[src/rtl/fetch_unit.sv]
// fetch_unit
//   Instruction fetch stage. It requests one word at a time from instruction
//   memory, holds the returned instruction for the decoder, slices out the
//   register/function fields and immediates, and computes the next PC when
//   the decoder retires the held instruction.
//
// Ports
//   clk, rst        clock and synchronous active-high reset
//   imem_req/addr   fetch request and address (address is always pc)
//   imem_rdata/ack  returned instruction word and its one-cycle strobe
//   enpc            retire the held instruction and advance the PC
//   jal, jalr, b    control-transfer selects from the decoder
//   flag            ALU compare result, qualifies b
//   rs1_data        register read data used as the jalr base
//   instr/valid     held instruction and its valid flag
//   opcode..func7   field slices of instr
//   imm_i/b/j       sign-extended immediates of instr
//   pc, pc_plus4    address of the held instruction and its link value
//   misalign        one-cycle pulse when a target was misaligned and
//                   the trap vector was loaded instead
module fetch_unit #(
  parameter logic [31:0] RESET_PC = 32'h0000_0000,
  parameter logic [31:0] TRAP_PC  = 32'h0000_0100
) (
  input  logic        clk,
  input  logic        rst,
  output logic        imem_req,
  output logic [31:0] imem_addr,
  input  logic [31:0] imem_rdata,
  input  logic        imem_ack,
  input  logic        enpc,
  input  logic        jal,
  input  logic        jalr,
  input  logic        b,
  input  logic        flag,
  input  logic [31:0] rs1_data,
  output logic [31:0] instr,
  output logic        instr_valid,
  output logic [6:0]  opcode,
  output logic [2:0]  func3,
  output logic [6:0]  func7,
  output logic [4:0]  rd,
  output logic [4:0]  rs1,
  output logic [4:0]  rs2,
  output logic [31:0] imm_i,
  output logic [31:0] imm_b,
  output logic [31:0] imm_j,
  output logic [31:0] pc,
  output logic [31:0] pc_plus4,
  output logic        misalign
);

  typedef enum logic [1:0] {
    START = 2'd0,
    FETCH = 2'd1,
    EXEC  = 2'd2
  } state_t;

  localparam logic [31:0] NOP = 32'h0000_0013;

  state_t      state;
  state_t      state_next;
  logic        retire;
  logic [31:0] target;
  logic [31:0] jalr_sum;

  // State register
  always_ff @(posedge clk) begin
    if (rst) begin
      state <= START;
    end else begin
      state <= state_next;
    end
  end

  // Next-state logic; acks outside FETCH fall through untouched
  always_comb begin
    state_next = state;
    case (state)
      START:   state_next = FETCH;
      FETCH:   if (imem_ack) state_next = EXEC;
      EXEC:    if (enpc) state_next = FETCH;
      default: state_next = START;
    endcase
  end

  // Moore outputs of the FSM
  always_comb begin
    imem_req    = 1'b0;
    instr_valid = 1'b0;
    case (state)
      FETCH:   imem_req = 1'b1;
      EXEC:    instr_valid = 1'b1;
      default: ;
    endcase
  end

  assign retire = (state == EXEC) && enpc;

  // Field slices and immediates straight off the instruction register
  assign opcode = instr[6:0];
  assign rd     = instr[11:7];
  assign func3  = instr[14:12];
  assign rs1    = instr[19:15];
  assign rs2    = instr[24:20];
  assign func7  = instr[31:25];

  assign imm_i = {{20{instr[31]}}, instr[31:20]};
  assign imm_b = {{19{instr[31]}}, instr[31], instr[7], instr[30:25],
                  instr[11:8], 1'b0};
  assign imm_j = {{11{instr[31]}}, instr[31], instr[19:12], instr[20],
                  instr[30:21], 1'b0};

  assign pc_plus4  = pc + 32'd4;
  assign imem_addr = pc;
  assign jalr_sum  = rs1_data + imm_i;

  // Target selection: jalr beats jal beats a taken branch; jalr drops bit 0
  always_comb begin
    target = pc_plus4;
    if (jalr) begin
      target = {jalr_sum[31:1], 1'b0};
    end else if (jal) begin
      target = pc + imm_j;
    end else if (b && flag) begin
      target = pc + imm_b;
    end
  end

  // PC, instruction latch and misalign pulse. A target with bit 1 set is
  // redirected to the trap vector and flagged for the following cycle only.
  always_ff @(posedge clk) begin
    if (rst) begin
      pc       <= RESET_PC;
      instr    <= NOP;
      misalign <= 1'b0;
    end else begin
      misalign <= 1'b0;
      if (state == FETCH && imem_ack) begin
        instr <= imem_rdata;
      end
      if (retire) begin
        if (target[1]) begin
          pc       <= TRAP_PC;
          misalign <= 1'b1;
        end else begin
          pc <= target;
        end
      end
    end
  end

endmodule

[config.mk]
export PLATFORM = sky130hd
export DESIGN_NAME = fetch_unit
export DESIGN_NICKNAME = d
export VERILOG_FILES = /design/src/rtl/fetch_unit.sv
export SDC_FILE = /design/constraint.sdc
export NUM_CORES = 1
export LEC_CHECK = 0
export ABC_AREA = 1
export CAP_MARGIN = 20
export CORE_UTILIZATION = 53
export CTS_BUF_LIST = sky130_fd_sc_hd__clkbuf_16
export CTS_CLUSTER_SIZE = 30
export DETAILED_ROUTE_END_ITERATION = 7
export PLACE_DENSITY_LB_ADDON = 0.2
export SLEW_MARGIN = 20
export SYNTH_ARGS = -nofsm -noshare
export SYNTH_HDL_FRONTEND = slang
export SYNTH_SLANG_ARGS = --single-unit
export TNS_END_PERCENT = 30
[constraint.sdc]
create_clock -name clk -period 6 [get_ports clk]
set_clock_uncertainty 0.15 [all_clocks]
set_input_delay 1.2 -clock clk [delete_from_list [all_inputs] [get_ports clk]]
set_output_delay 1.2 -clock clk [all_outputs]
set_load 0.01 [all_outputs]
==> flow_summary.yaml, run 1 <==
status:
  status: "completed"
yosys:
  synth_ff_type: "dfxtp_1"
  synth_edf_count: 0
  synth_top_cell_by_area: "nand2_1"
  synth-seq-area-share: 0.123
  synth.top_cell.area_share: 0.209
  ys_seq_elements: 65
  synth-warning-count: 0
  synth.area.top_cells: "nand2_1 21%, dfxtp_1 12%, buf_4 12%"
  syn_avg_cell_area_um2: 5.58
  ys_types: 47
  syn_area_um2: 10600
  async_flop_share: 0
  netlist_instances: 1899
global_route:
  grt_pass1_wl_mm: 61.7
  grt_max_degree: 71
  grt_pass1_vias: 11500
  grt.total_usage: 0.391
  overflow: 0
  antenna_found_initial: 0
layout:
  nFillCells: 1922
  final_common_cell: "nand2_1"
  postLayoutCellArea_um2: 13100
  diodes: 0
  regArea_um2: 1300
  layout-drive-gt1-share: 0.0336
  final_net_count: 2193
  mostFrequentLayoutCells: "590 x nand2_1, 321 x clkdlybuf4s50_1, 237 x inv_1"
  multi_input_area_um2: 7030
  syn2layout_area_growth_pct: 23.9
routing:
  vias_per_cell: 5.50
  first_pass_iters: 8
  drc: 0
  met3_length_mm: 4.16
  top_layer: "met4"
  postRouteAntennaNets: 0
  vias: 12700
  met2WireLength_mm: 17.5
  drt_iter0_drc: 1197
  wl_per_cell_um: 17.4
  wl_met1_mm: 16.6
  routed_wl_mm: 40.2
pwr:
  power_density_nw_per_um2: 117
  peakVddDrop_mv: 0.131
  leakage_uw: 0.00620
  finalPower_uw: 1540
clocking:
  htreeDepth: 3
  cts-root-buf: "clkbuf_16"
  clockBufferDepth: 2
  cts.sinks: 65
  clk_pin_slew_ps: 60
  cts_buffers: 9
  postCtsSetupRepairBufs: 0
  cts-hold-fix-buffers: 0
  cts_tree: "yes"
  cts_resized: 0
  worst_skew_pair.late_latency_ps: 350
floorplan:
  die_h_um: 143
  ios: 331
  core_area_um2: 19500
  die-area_um2: 20600
  initial_core_util: 0.543
  rows: 51
  die_w_um: 143
critical_path:
  critPathKind: "register to primary output"
  cp-end-kind: "primary output"
  cp.required_ps: 4650
  slowest_delay_ps: 580
  worstSetupStartpointType: "register"
  cp_slowest_cell: "clkdlybuf4s50_1"
  r2r_slack_ps: 2460
  cp_max_fo: 6
  cp.arrival_ps: 2790
  crit_path_cell_trace: "inv_1 > nor3_2 > nand2_1 > nor2_2 > nand3_1 > xor2_1 > clkdlybuf4s50_1"
timing:
  hold_viol: 0
  period_share: 0.689
  slew_viol_final: 0
  finalSetupTns_ps: 0
  period_needed_ps: 4140
  max_slew_margin: 0.327
  grt_setup_unrepaired: "false"
  tightest_slew_ps: 1010
  setup_violations: 0
  max_freq_mhz: 242
placed_design:
  portBuffers: 322
  dp_hpwl_mm: 32.5
  routabilityCongestion: 1.01
  placed_cell_area_um2: 12800
job:
  drv_cap: 0
worst_hold_path:
  min_path_type: "register to register"
layout make-up:
cell class	count	share of cell area
clock inverter	7	0.00457
multi-input combinational	1399	0.535
sequential	65	0.0992
clock buffer	9	0.0171
timing repair buffer	330	0.250
inverter	241	0.0689
tap	265	0.0252
worst max-delay path: cells and delay by family (launching register included):
kind,cells,cell delay [ps]
buffers and inverters,2,780
flip-flops,1,550
XOR/XNOR,1,220
AND/OR/NAND/NOR,4,890
registers in the layout, indices dropped and copies added (netlist names):
signal	cells
imem_addr	30
instr	32
misalign	1
state	2
cells in the mapped netlist (7+ instances only):
cell type and number:
a21o_1 7, a21oi_1 174, buf_2 12, buf_4 165
clkbuf_1 22, dfxtp_1 65, ha_1 72, inv_1 237
nand2_1 590, nand2_2 11, nand3_1 169, nand4_1 18
nor2_1 145, nor3_1 16, o21ai_0 75, o21ai_1 9
o21bai_1 12, xnor2_1 9, xor2_1 26
metal layers:
| metal | vias up | track usage |
|---|---|---|
| li1 | 6224 | - |
| met1 | 5659 | 0.511 |
| met2 | 749 | 0.616 |
| met3 | 114 | 0.0810 |
| met4 | 0 | 0.178 |
| met5 | - | 0 |
report_power, final:
group / internal (uW) / switching [uW] / total (uW)
clock network: 288 / 239 / 527
registers: 446 / 31.1 / 477
logic: 237 / 295 / 532
total: 971 / 565 / 1540
cell families (layout without fill, tap and decap cells):
kind of cell    Yosys count  count (layout)  synth area share
mux                       2               2           0.00189
compound gates          296             296             0.149
buf+inv                 442             587             0.216
other cells               1               8          0.000354
simple gates            983             983             0.390
xor+xnor                 35              35            0.0289
fa+ha+maj                75              75            0.0907
flops                    65              65             0.123
stage by stage:
stage / std cells / utilization / hold slack [ps] / setup slack, ps
3_5_place_dp: 2300 / 0.658 / 331 / 2140
3_3_place_gp: 2300 / 0.658 / 318 / 2200
4_1_cts: 2316 / 0.673 / 343 / 1940
6_report: 2316 / 0.673 / 340 / 1860
5_1_grt: 2316 / 0.673 / 359 / 1770
2_1_floorplan: 1906 / - / 348 / 2080
path summary, 6_finish.rpt:
kind,cells past startpoint,to,startpoint
max,7,pc_plus4[21],imem_addr[8]
min,2,instr[2],instr[2]
max reg2reg,14,imem_addr[29],instr[31]
min reg2reg,2,instr[2],instr[2]
Power figures use the tool's default switching activity.
==> inputs of run 2 (changes only) <==
--- a/config.mk
+++ b/config.mk
@@ -7,7 +7,7 @@
 export LEC_CHECK = 0
 export ABC_AREA = 1
 export CAP_MARGIN = 20
-export CORE_UTILIZATION = 53
+export CORE_UTILIZATION = 49
 export CTS_BUF_LIST = sky130_fd_sc_hd__clkbuf_16
 export CTS_CLUSTER_SIZE = 30
 export DETAILED_ROUTE_END_ITERATION = 7
==> constraint.sdc (replaced) <==
create_clock -name clk -period 4.09 [get_ports clk]
set_clock_uncertainty 0.15 [all_clocks]
set_input_delay 0.818 -clock clk [delete_from_list [all_inputs] [get_ports clk]]
set_output_delay 0.818 -clock clk [all_outputs]
set_load 0.01 [all_outputs]
==> run 2 against run 1 <==
First-iteration DRC count decreased by 1.8%. Clock-buffer cell count did not move. Final cell count rose by 0.82%. Total power increased by 52%.
==> flow_summary.yaml, run 2 (synthesized netlist as in run 1, its figures left out) <==
pwr:
  p_int_uw: 1490
  p_switching_uw: 839
  power_frac_clock: 0.365
  comb_power_share: 0.334
  power_density_nw_per_um2: 176
  peakVddDrop_mv: 0.181
  finalPower_uw: 2330
  p_seq_frac: 0.301
  leakage_uw: 0.00627
  swShare: 0.360
clocking:
  postCtsSetupRepairBufs: 0
  cts.sinks: 65
  worst_skew_pair.late_latency_ps: 360
  clockBufferDepth: 2
  cts_resized: 0
  cts_buffers: 9
  htreeDepth: 3
  cts-root-buf: "clkbuf_16"
  cts_tree: "yes"
  cts-hold-fix-buffers: 0
  clk_pin_slew_ps: 70
layout:
  regMostFlops: "instr"
  layout-drive-gt1-share: 0.0379
  final_common_cell: "nand2_1"
  diodes: 0
  largest_reg_flops: 32
  nFillCells: 2091
  mostFrequentLayoutCells: "590 x nand2_1, 321 x clkdlybuf4s50_1, 237 x inv_1"
  final_net_count: 2202
  syn2layout_area_growth_pct: 25.0
critical_path:
  worstSetupStartpointType: "register"
  critPathKind: "register to primary output"
  cp-end-kind: "primary output"
  reg2regPathDepth: 15
  cp.required_ps: 3120
  crit_path_cell_trace: "nand2_1 > nor2_1 > nand2_1 > nor4_1 > nand3_1 > nand2_1 > clkdlybuf4s50_1"
  slowest_delay_ps: 630
  cp.arrival_ps: 2890
  cp_max_fo: 9
  cp_slowest_cell: "nor4_1"
  critPathMostFrequentCell: "nand2_1"
floorplan:
  die_w_um: 149
  ios: 331
  initial_core_util: 0.503
  die-area_um2: 22200
  rows: 53
  die_h_um: 149
  core_area_um2: 21100
routing:
  drc: 0
  postRouteAntennaNets: 0
  vias_per_cell: 5.43
  vias: 12700
  routed_wl_mm: 40.8
  first_pass_iters: 6
  wl_per_cell_um: 17.5
  drt_iter0_drc: 1175
timing:
  slew_viol_final: 0
  finalSetupTns_ps: 0
  setup_violations: 0
  hold_viol: 0
  max_freq_mhz: 259
  grt_setup_unrepaired: "false"
  tightest_slew_ps: 793
  max_slew_margin: 0.471
  period_needed_ps: 3860
  period_share: 0.943
status:
  status: "completed"
global_route:
  grt_max_degree: 48
  grt.total_usage: 0.360
  overflow: 0
  grt_pass1_vias: 11300
  antenna_found_initial: 0
  grt_pass1_wl_mm: 61.6
worst_hold_path:
  min_path_type: "register to register"
  hold_depth: 2
job:
  drv_cap: 0
placed_design:
  routabilityCongestion: 0.989
  dp_hpwl_mm: 33.2
  portBuffers: 322
## run 2: cell types whose count changed in the layout (fill, tap and decap cells not counted)
cell / change
buf_4: +8
inv_6: +2
buf_12: +1
bufinv_16: +1
clkinv_2: -1
clkinvlp_4: -1
dfxtp_2: -1
dfxtp_4: +1
inv_8: -1
## run 2: layout make-up
cell class / count / area [um2] / area share
timing repair buffer: 339 / 3360 / 0.253
multi-input combinational: 1399 / 7030 / 0.531
sequential: 65 / 1310 / 0.0985
clock inverter: 7 / 83.8 / 0.00633
clock buffer: 9 / 225 / 0.0170
inverter: 241 / 905 / 0.0683
tap: 275 / 344 / 0.0260
## run 2: metal layers
metal | share of wire | global-route usage | up-vias
met1 | 0.42 | 0.470 | 5753
met4 | 0.028 | 0.118 | 0
li1 | - | - | 6243
met2 | 0.46 | 0.592 | 621
met5 | 0 | 0 | -
met3 | 0.093 | 0.0694 | 60
## run 2: power by group through the flow
stage          Combinational [uW]  Sequential (uW)  Clock, uW
6_report                      779              701        850
5_1_grt                       844              705        876
4_1_cts                       773              701        849
3_5_place_dp                  769              715          0
3_3_place_gp                  763              714          0
2_1_floorplan                 485              712          0
## run 2: worst max-delay path, delay by kind of cell, from the launching register on
kind / cells / cell delay (ps)
and+or+nand+nor: 6 / 1440
DFF: 1 / 550
buffers and inverters: 1 / 550
## run 2: through the flow
| stage | utilization | hold slack (ps) | cell area [um2] | instances | setup slack [ps] |
|---|---|---|---|---|---|
| final | 0.628 | 333 | 13300 | 2335 | 233 |
| after global routing | 0.628 | 352 | 13300 | 2335 | 194 |
| after CTS | 0.628 | 335 | 13300 | 2335 | 337 |
| after detailed placement | 0.614 | 324 | 12900 | 2319 | 599 |
| after global placement | 0.614 | 321 | 12900 | 2319 | 626 |
| after floorplan | - | 348 | 10600 | 1906 | 170 |
## run 2: worst paths after layout
| kind | from | end | slack, ps |
|---|---|---|---|
| worst min-delay path | instr[3] | instr[3] | 330 |
| worst min register to register | instr[3] | instr[3] | 330 |
| worst max register to register | instr[31] | imem_addr[31] | 1020 |
| worst max-delay path | imem_addr[4] | pc_plus4[19] | 230 |
